**src/rtl/stream_qos_pkg.sv**
```systemverilog
// Shared types and constants for the QoS stream demultiplexer and its output slices.
package stream_qos_pkg;

    // Default beat field widths; the top's width parameters take these as defaults.
    localparam int DATA_W     = 8;
    localparam int QOS_W      = 4;
    localparam int DROP_CNT_W = 16;

    // Packet-routing state of the demultiplexer.
    typedef enum logic [1:0] {
        IDLE,  // next accepted beat starts a packet
        PASS,  // forwarding the rest of a packet to the locked destination
        DROP   // discarding the rest of a packet with an out-of-range id
    } demux_state_t;

    // One stream beat as held by an output slice.
    typedef struct packed {
        logic [DATA_W-1:0] data;
        logic [QOS_W-1:0]  qos;
        logic              last;
    } beat_t;

endpackage

```
**src/rtl/stream_skid_slice.sv**
```systemverilog
// Two-entry registered skid slice: the head entry drives the output, the skid entry
// catches the beat accepted while the output is stalled. The upstream ready is a
// flop, so there is no combinational path from the downstream ready back upstream.
module stream_skid_slice
    import stream_qos_pkg::*;
#(
    parameter type slice_beat_t = beat_t
) (
    input  logic        clk_i,
    input  logic        rst_n,
    input  logic        push,
    input  slice_beat_t push_beat,
    output logic        rdy,
    output logic        valid,
    input  logic        ready,
    output slice_beat_t beat
);

    logic [1:0]  count_q;
    logic [1:0]  count_d;
    logic        rdy_q;
    logic        pop;
    slice_beat_t head_q;
    slice_beat_t skid_q;

    assign valid = (count_q != 2'd0);
    assign pop   = valid && ready;
    assign rdy   = rdy_q;
    assign beat  = head_q;

    // Occupancy after this cycle's push/pop; a push is only issued while rdy is high.
    always_comb begin
        // NOTE: every variable assigned here gets a default first, so no path leaves it unassigned and no latch is inferred.
        count_d = count_q;
        case (count_q)
            2'd0: if (push) count_d = 2'd1;
            2'd1: begin
                if (push && !pop)      count_d = 2'd2;
                else if (!push && pop) count_d = 2'd0;
            end
            default: if (pop) count_d = 2'd1;
        endcase
    end

    // Occupancy, registered not-full flag and the two beat entries.
    always_ff @(posedge clk_i or negedge rst_n) begin
        if (!rst_n) begin
            count_q <= 2'd0;
            rdy_q   <= 1'b1;
            // NOTE: the data entries are reset too, because the outputs must read as zero straight out of reset.
            head_q  <= '0;
            skid_q  <= '0;
        end else begin
            // NOTE: sequential state uses non-blocking assignments so every flop samples pre-edge values.
            count_q <= count_d;
            rdy_q   <= (count_d != 2'd2);
            if (push && ((count_q == 2'd0) || ((count_q == 2'd1) && pop))) begin
                head_q <= push_beat;
            end else if (pop && (count_q == 2'd2)) begin
                head_q <= skid_q;
            end
            if (push && (count_q == 2'd1) && !pop) begin
                skid_q <= push_beat;
            end
        end
    end

endmodule

```
**src/rtl/stream_demux_qos.sv**
```systemverilog
// Packet-aware 1-to-N stream demultiplexer: routes each packet, whole and in order,
// to the output named by the id of its first beat; packets with an out-of-range id
// are swallowed and counted.
module stream_demux_qos
    import stream_qos_pkg::*;
#(
    parameter int T_DATA_WIDTH = DATA_W,
    parameter int T_QOS__WIDTH = QOS_W,
    parameter int STREAM_COUNT = 2,
    parameter int T_ID___WIDTH = $clog2(STREAM_COUNT)
) (
    input  logic                                     clk_i,
    input  logic                                     rst_n,
    input  logic [T_DATA_WIDTH-1:0]                  s_data_i,
    input  logic [T_QOS__WIDTH-1:0]                  s_qos_i,
    input  logic [T_ID___WIDTH-1:0]                  s_id_i,
    input  logic                                     s_last_i,
    input  logic                                     s_valid_i,
    output logic                                     s_ready_o,
    output logic [STREAM_COUNT-1:0][T_DATA_WIDTH-1:0] m_data_o,
    output logic [STREAM_COUNT-1:0][T_QOS__WIDTH-1:0] m_qos_o,
    output logic [STREAM_COUNT-1:0]                  m_last_o,
    output logic [STREAM_COUNT-1:0]                  m_valid_o,
    input  logic [STREAM_COUNT-1:0]                  m_ready_i,
    output logic [DROP_CNT_W-1:0]                    drop_cnt_o
);

    typedef struct packed {
        logic [T_DATA_WIDTH-1:0] data;
        logic [T_QOS__WIDTH-1:0] qos;
        logic                    last;
    } lane_beat_t;

    demux_state_t            state_q;
    demux_state_t            state_d;
    logic [T_ID___WIDTH-1:0] dest_q;
    logic [T_ID___WIDTH-1:0] dest_d;
    logic [T_ID___WIDTH-1:0] route_id;
    logic                    route_en;
    logic                    drop_inc;
    logic                    id_in_range;
    logic [DROP_CNT_W-1:0]   drop_cnt_q;
    logic [STREAM_COUNT-1:0] slice_rdy;
    logic [STREAM_COUNT-1:0] push;
    lane_beat_t              in_beat;
    lane_beat_t              out_beat [STREAM_COUNT];

    assign id_in_range = (int'(s_id_i) < STREAM_COUNT);
    assign in_beat     = '{data: s_data_i, qos: s_qos_i, last: s_last_i};
    assign drop_cnt_o  = drop_cnt_q;

    // Routing state, locked destination and saturating drop counter.
    always_ff @(posedge clk_i or negedge rst_n) begin
        if (!rst_n) begin
            state_q    <= IDLE;
            dest_q     <= '0;
            drop_cnt_q <= '0;
        end else begin
            state_q <= state_d;
            dest_q  <= dest_d;
            if (drop_inc && (drop_cnt_q != '1)) begin
                drop_cnt_q <= drop_cnt_q + DROP_CNT_W'(1);
            end
        end
    end

    // Next state, input ready and beat routing; ready only looks at registered slice flags.
    always_comb begin
        state_d   = state_q;
        dest_d    = dest_q;
        s_ready_o = 1'b1;
        route_en  = 1'b0;
        route_id  = dest_q;
        drop_inc  = 1'b0;
        case (state_q)
            IDLE: begin
                route_id = s_id_i;
                if (id_in_range) begin
                    s_ready_o = slice_rdy[s_id_i];
                    if (s_valid_i && slice_rdy[s_id_i]) begin
                        route_en = 1'b1;
                        if (!s_last_i) begin
                            state_d = PASS;
                            dest_d  = s_id_i;
                        end
                    end
                end else if (s_valid_i) begin
                    drop_inc = 1'b1;
                    if (!s_last_i) state_d = DROP;
                end
            end
            PASS: begin
                s_ready_o = slice_rdy[dest_q];
                if (s_valid_i && slice_rdy[dest_q]) begin
                    route_en = 1'b1;
                    if (s_last_i) state_d = IDLE;
                end
            end
            DROP: begin
                if (s_valid_i && s_last_i) state_d = IDLE;
            end
            default: state_d = IDLE;
        endcase
    end

    for (genvar k = 0; k < STREAM_COUNT; k++) begin : g_lane
        assign push[k] = route_en && (route_id == T_ID___WIDTH'(k));

        stream_skid_slice #(
            .slice_beat_t(lane_beat_t)
        ) u_slice (
            .clk_i    (clk_i),
            .rst_n    (rst_n),
            .push     (push[k]),
            .push_beat(in_beat),
            .rdy      (slice_rdy[k]),
            .valid    (m_valid_o[k]),
            .ready    (m_ready_i[k]),
            .beat     (out_beat[k])
        );

        assign m_data_o[k] = out_beat[k].data;
        assign m_qos_o[k]  = out_beat[k].qos;
        assign m_last_o[k] = out_beat[k].last;
    end

endmodule
```
**config.mk**
```make
export PLATFORM = sky130hd
export DESIGN_NAME = stream_demux_qos
export DESIGN_NICKNAME = d
export VERILOG_FILES = /design/src/rtl/stream_qos_pkg.sv /design/src/rtl/stream_skid_slice.sv /design/src/rtl/stream_demux_qos.sv
export SDC_FILE = /design/constraint.sdc
export NUM_CORES = 1
export LEC_CHECK = 0
export CAP_MARGIN = 20
export CORE_UTILIZATION = 35
export CTS_CLUSTER_SIZE = 12
export DETAILED_ROUTE_END_ITERATION = 12
export GPL_TIMING_DRIVEN = 0
export SLEW_MARGIN = 20
export SYNTH_ARGS = -nofsm -noshare
export SYNTH_HDL_FRONTEND = slang
export SYNTH_SLANG_ARGS = --single-unit
```
**constraint.sdc**
```tcl
create_clock -name clk_i -period 4.04 [get_ports clk_i]
set_clock_uncertainty 0.05 [all_clocks]
set_input_delay 1.01 -clock clk_i [delete_from_list [all_inputs] [get_ports clk_i]]
set_output_delay 1.01 -clock clk_i [all_outputs]
set_load 0.005 [all_outputs]
```
==> results by group <==
STA
  • FMAX: 276 MHz
  • Setup TNS: 0 ps
  • Worst-Margin Slew: 685 ps
  • Max_slew headroom: 0.543
  • RSZ-0062 raised after global routing: false
  • Setup-failing EPs final: 0
  • Final hold viol count: 0
  • Tcrit/Tclk final: 0.896
  • Minimum clock period: 3620 ps
  • Final worst slack: about 420 ps
  • Final Max Slew Viols: 0

Floorplanning
  • Initial Util: 0.371
  • Die W: 93.4 µm
  • Die Footprint: 0.00872 mm²
  • Row count: 32
  • Core area: approximately 0.0079 mm²
  • Top Ports: 64
  • Die Ht: 93.4 µm

Final layout
  • Commonest non-fill, non-tap cell in the layout: dfrtp_1
  • Area added between synthesis and finish: 29.4%
  • Commonest cells after routing, fill and taps aside: dfrtp_1, mux2_2, clkdlybuf4s50_1
  • Filler instances: 736
  • Finished Cell Area: 0.00378 mm²
  • Layout Nets: 303
  • # diodes: 0
  • Share of layout cells above drive strength 1: 0.406
  • Fin cells: 390

Yosys
  • Post-synthesis mux area share: 0.327
  • XOR/XNOR Fraction of Synth Area: 0
  • Post-synthesis adder-cell area fraction: 0.00428
  • Top FF cell, synth: dfrtp_1
  • Largest family of logic cells by synthesized area: multiplexers
  • Yosys cell types: 32
  • Cell taking the most area after synthesis: dfrtp_1
  • Seq cells post-synth: 60
  • Synthesized instance count: 209
  • Synth warn: 0
  • Post-synthesis sequential area ratio: 0.514
  • Compound-Gate Fraction of Synth Area: 0.0278
  • Synth top area cells: dfrtp_1, mux2_2, mux2_4
  • Post-synth EDFFs: 0
  • Ys async rst share: 1.00
  • Cell area after synthesis: 0.00292 mm²
  • Post-Syn Area per Cell: about 14 µm²
  • Post-synth top area share: 0.496
  • Synth Area in Simple Gates: 0.0599

Worst setup path
  • Worst Path Required: 2980 ps
  • FF-to-FF path depth: 4
  • Path type of the worst setup path: input pin to output port
  • Critical Path Start: s_id_i
  • RR Startpoint: g_lane[1].u_slice.count_q[0]
  • CP endpoint: s_ready_o
  • Arr. time, crit path: 2560 ps
  • Critical path peak fanout: 6
  • Crit end category: output port
  • Startpoint types: input pin
  • Reg-to-Reg End: g_lane[1].u_slice.beat[11]
  • Flop2flop setup slack: 2000 ps

Routing
  • Antenna viol nets, final: 0
  • DRT iter0 DRCs: 52
  • Drt wl/cell: 14.2 µm
  • Drt drc: 0
  • DR vias: roughly 1,800
  • Routed wire length: 5550 µm
  • Via density: 4.60
  • TritonRoute pass-1 iters: 4

GRT
  • Largest net degree at the start of global routing: 40
  • GRT busiest layer: met2
  • Global route overflow: 0
  • Initial antenna violation count: 0
  • M1 GR Usage: 0.185
  • GR Layer Usage met3: 0.0504
  • M2 GR Usage: 0.219
  • Total track usage: 0.142
  • First-pass GRT wire length: just over 9000 µm
  • Vias in the first global route: 1,784

Flow run
  • Max cap viols: 0

Pwr
  • Post-layout total power: 2.52 mW
  • Worst vdd ir: ~0.4 mV
  • Leakage: 1.68 nW
  • Power per cell area: 666 mW/mm²

Clock network
  • Postcts setup bufs: 0
  • Clk sink count: 60
  • Hold bufs inserted after CTS: 0
  • CTS Buf Count: 9
  • Clock slew at reported path FFs: roughly 70 ps
  • CTS tree: built
  • H-tree lvl count: 3
  • Clk_lat worst skew: ~330 ps
  • CTS Buffer Depth: 2
  • Post-CTS sizing: 0
  • Root Buffer: clkbuf_8

Placement
  • DP Area: roughly 0.0036 mm²
  • I/O Buffers: 47
  • Placed Cells: between 300 and 400
  • Pre-CTS setup slack: between 400 and 500 ps
  • Detail Placement HPWL: 3930 µm
  • Final Wtd Congestion: 0.755

Run status
  • Status: finished, final reports clean

Hold path
  • Worst Hold Class: flop to flop
## through the flow
stage | util | hold WS [ps]
global route | 0.480 | 459
finish | 0.480 | 440
floorplan | - | 404
CTS | 0.480 | 445
detailed placement | 0.456 | 429
global placement | 0.454 | 422
## synth_stat cells, types with 3 or more instances
cell	number
dfrtp_1	58
buf_4	19
mux2_4	10
mux2_1	8
a21oi_1	3
mux2i_1	6
nand3_1	4
inv_1	4
nand2b_1	4
mux2_2	57
nand2_1	6
buf_2	3
## routing by layer
layer | routed length, µm | up-vias
met2 | 2590 | 44
met1 | 2600 | 888
met5 | 0 | -
met3 | 275 | 6
met4 | 82 | 0
li1 | - | 856
## cell type report
class	count	area, µm²	share of cell area
clock buffer	11	151	0.0400
inverter	4	15.0	0.00397
clock inverter	5	36.3	0.00959
buffer	24	176	0.0466
timing repair buffer	48	488	0.129
sequential	60	1500	0.397
tap	102	128	0.0337
multi-input combinational	136	1280	0.340
## critical path: stages
cell	delay [ps]
clkdlybuf4s50_1	480
mux2i_2	420
nand2_1	100
nand2_1	70
clkdlybuf4s50_1	490
## worst min-delay path by stage
| stage | slack [ps] | end | cells past startpoint | start |
|---|---|---|---|---|
| after floorplan | 400 | g_lane[1].u_slice.skid_q[1] | 1 | g_lane[1].u_slice.skid_q[1] |
| after global placement | 420 | g_lane[1].u_slice.skid_q[1] | 1 | g_lane[1].u_slice.skid_q[1] |
| after detailed placement | 430 | g_lane[1].u_slice.skid_q[1] | 1 | g_lane[1].u_slice.skid_q[1] |
| after CTS | 440 | g_lane[1].u_slice.skid_q[1] | 1 | g_lane[1].u_slice.skid_q[1] |
| after global routing | 460 | g_lane[1].u_slice.skid_q[1] | 1 | g_lane[1].u_slice.skid_q[1] |
| final | 440 | g_lane[1].u_slice.skid_q[1] | 1 | g_lane[1].u_slice.skid_q[1] |
## sequential cells by signal (all words and copies together) (netlist names)
register / cells
g_lane.u_slice.beat: 26
g_lane.u_slice.skid_q: 26
g_lane.u_slice.count_q: 4
g_lane.u_slice.rdy: 2
dest_q: 1
state_q: 1
## power by group
| group | internal, mW | switching (mW) | total [mW] |
|---|---|---|---|
| clock | 0.256 | 0.242 | 0.498 |
| sequential | 0.888 | 0.167 | 1.05 |
| combinational | 0.678 | 0.291 | 0.968 |
| total | 1.82 | 0.699 | 2.52 |
## kinds of logic (layout without fill, tap and decap cells)
group	after synthesis	count (layout)
mux	82	82
flops	60	60
buf+inv	28	92
simple gates	25	25
compound gates	12	12
fa+ha+maj	1	1
other cells	1	16
Power figures use the tool's default switching activity.
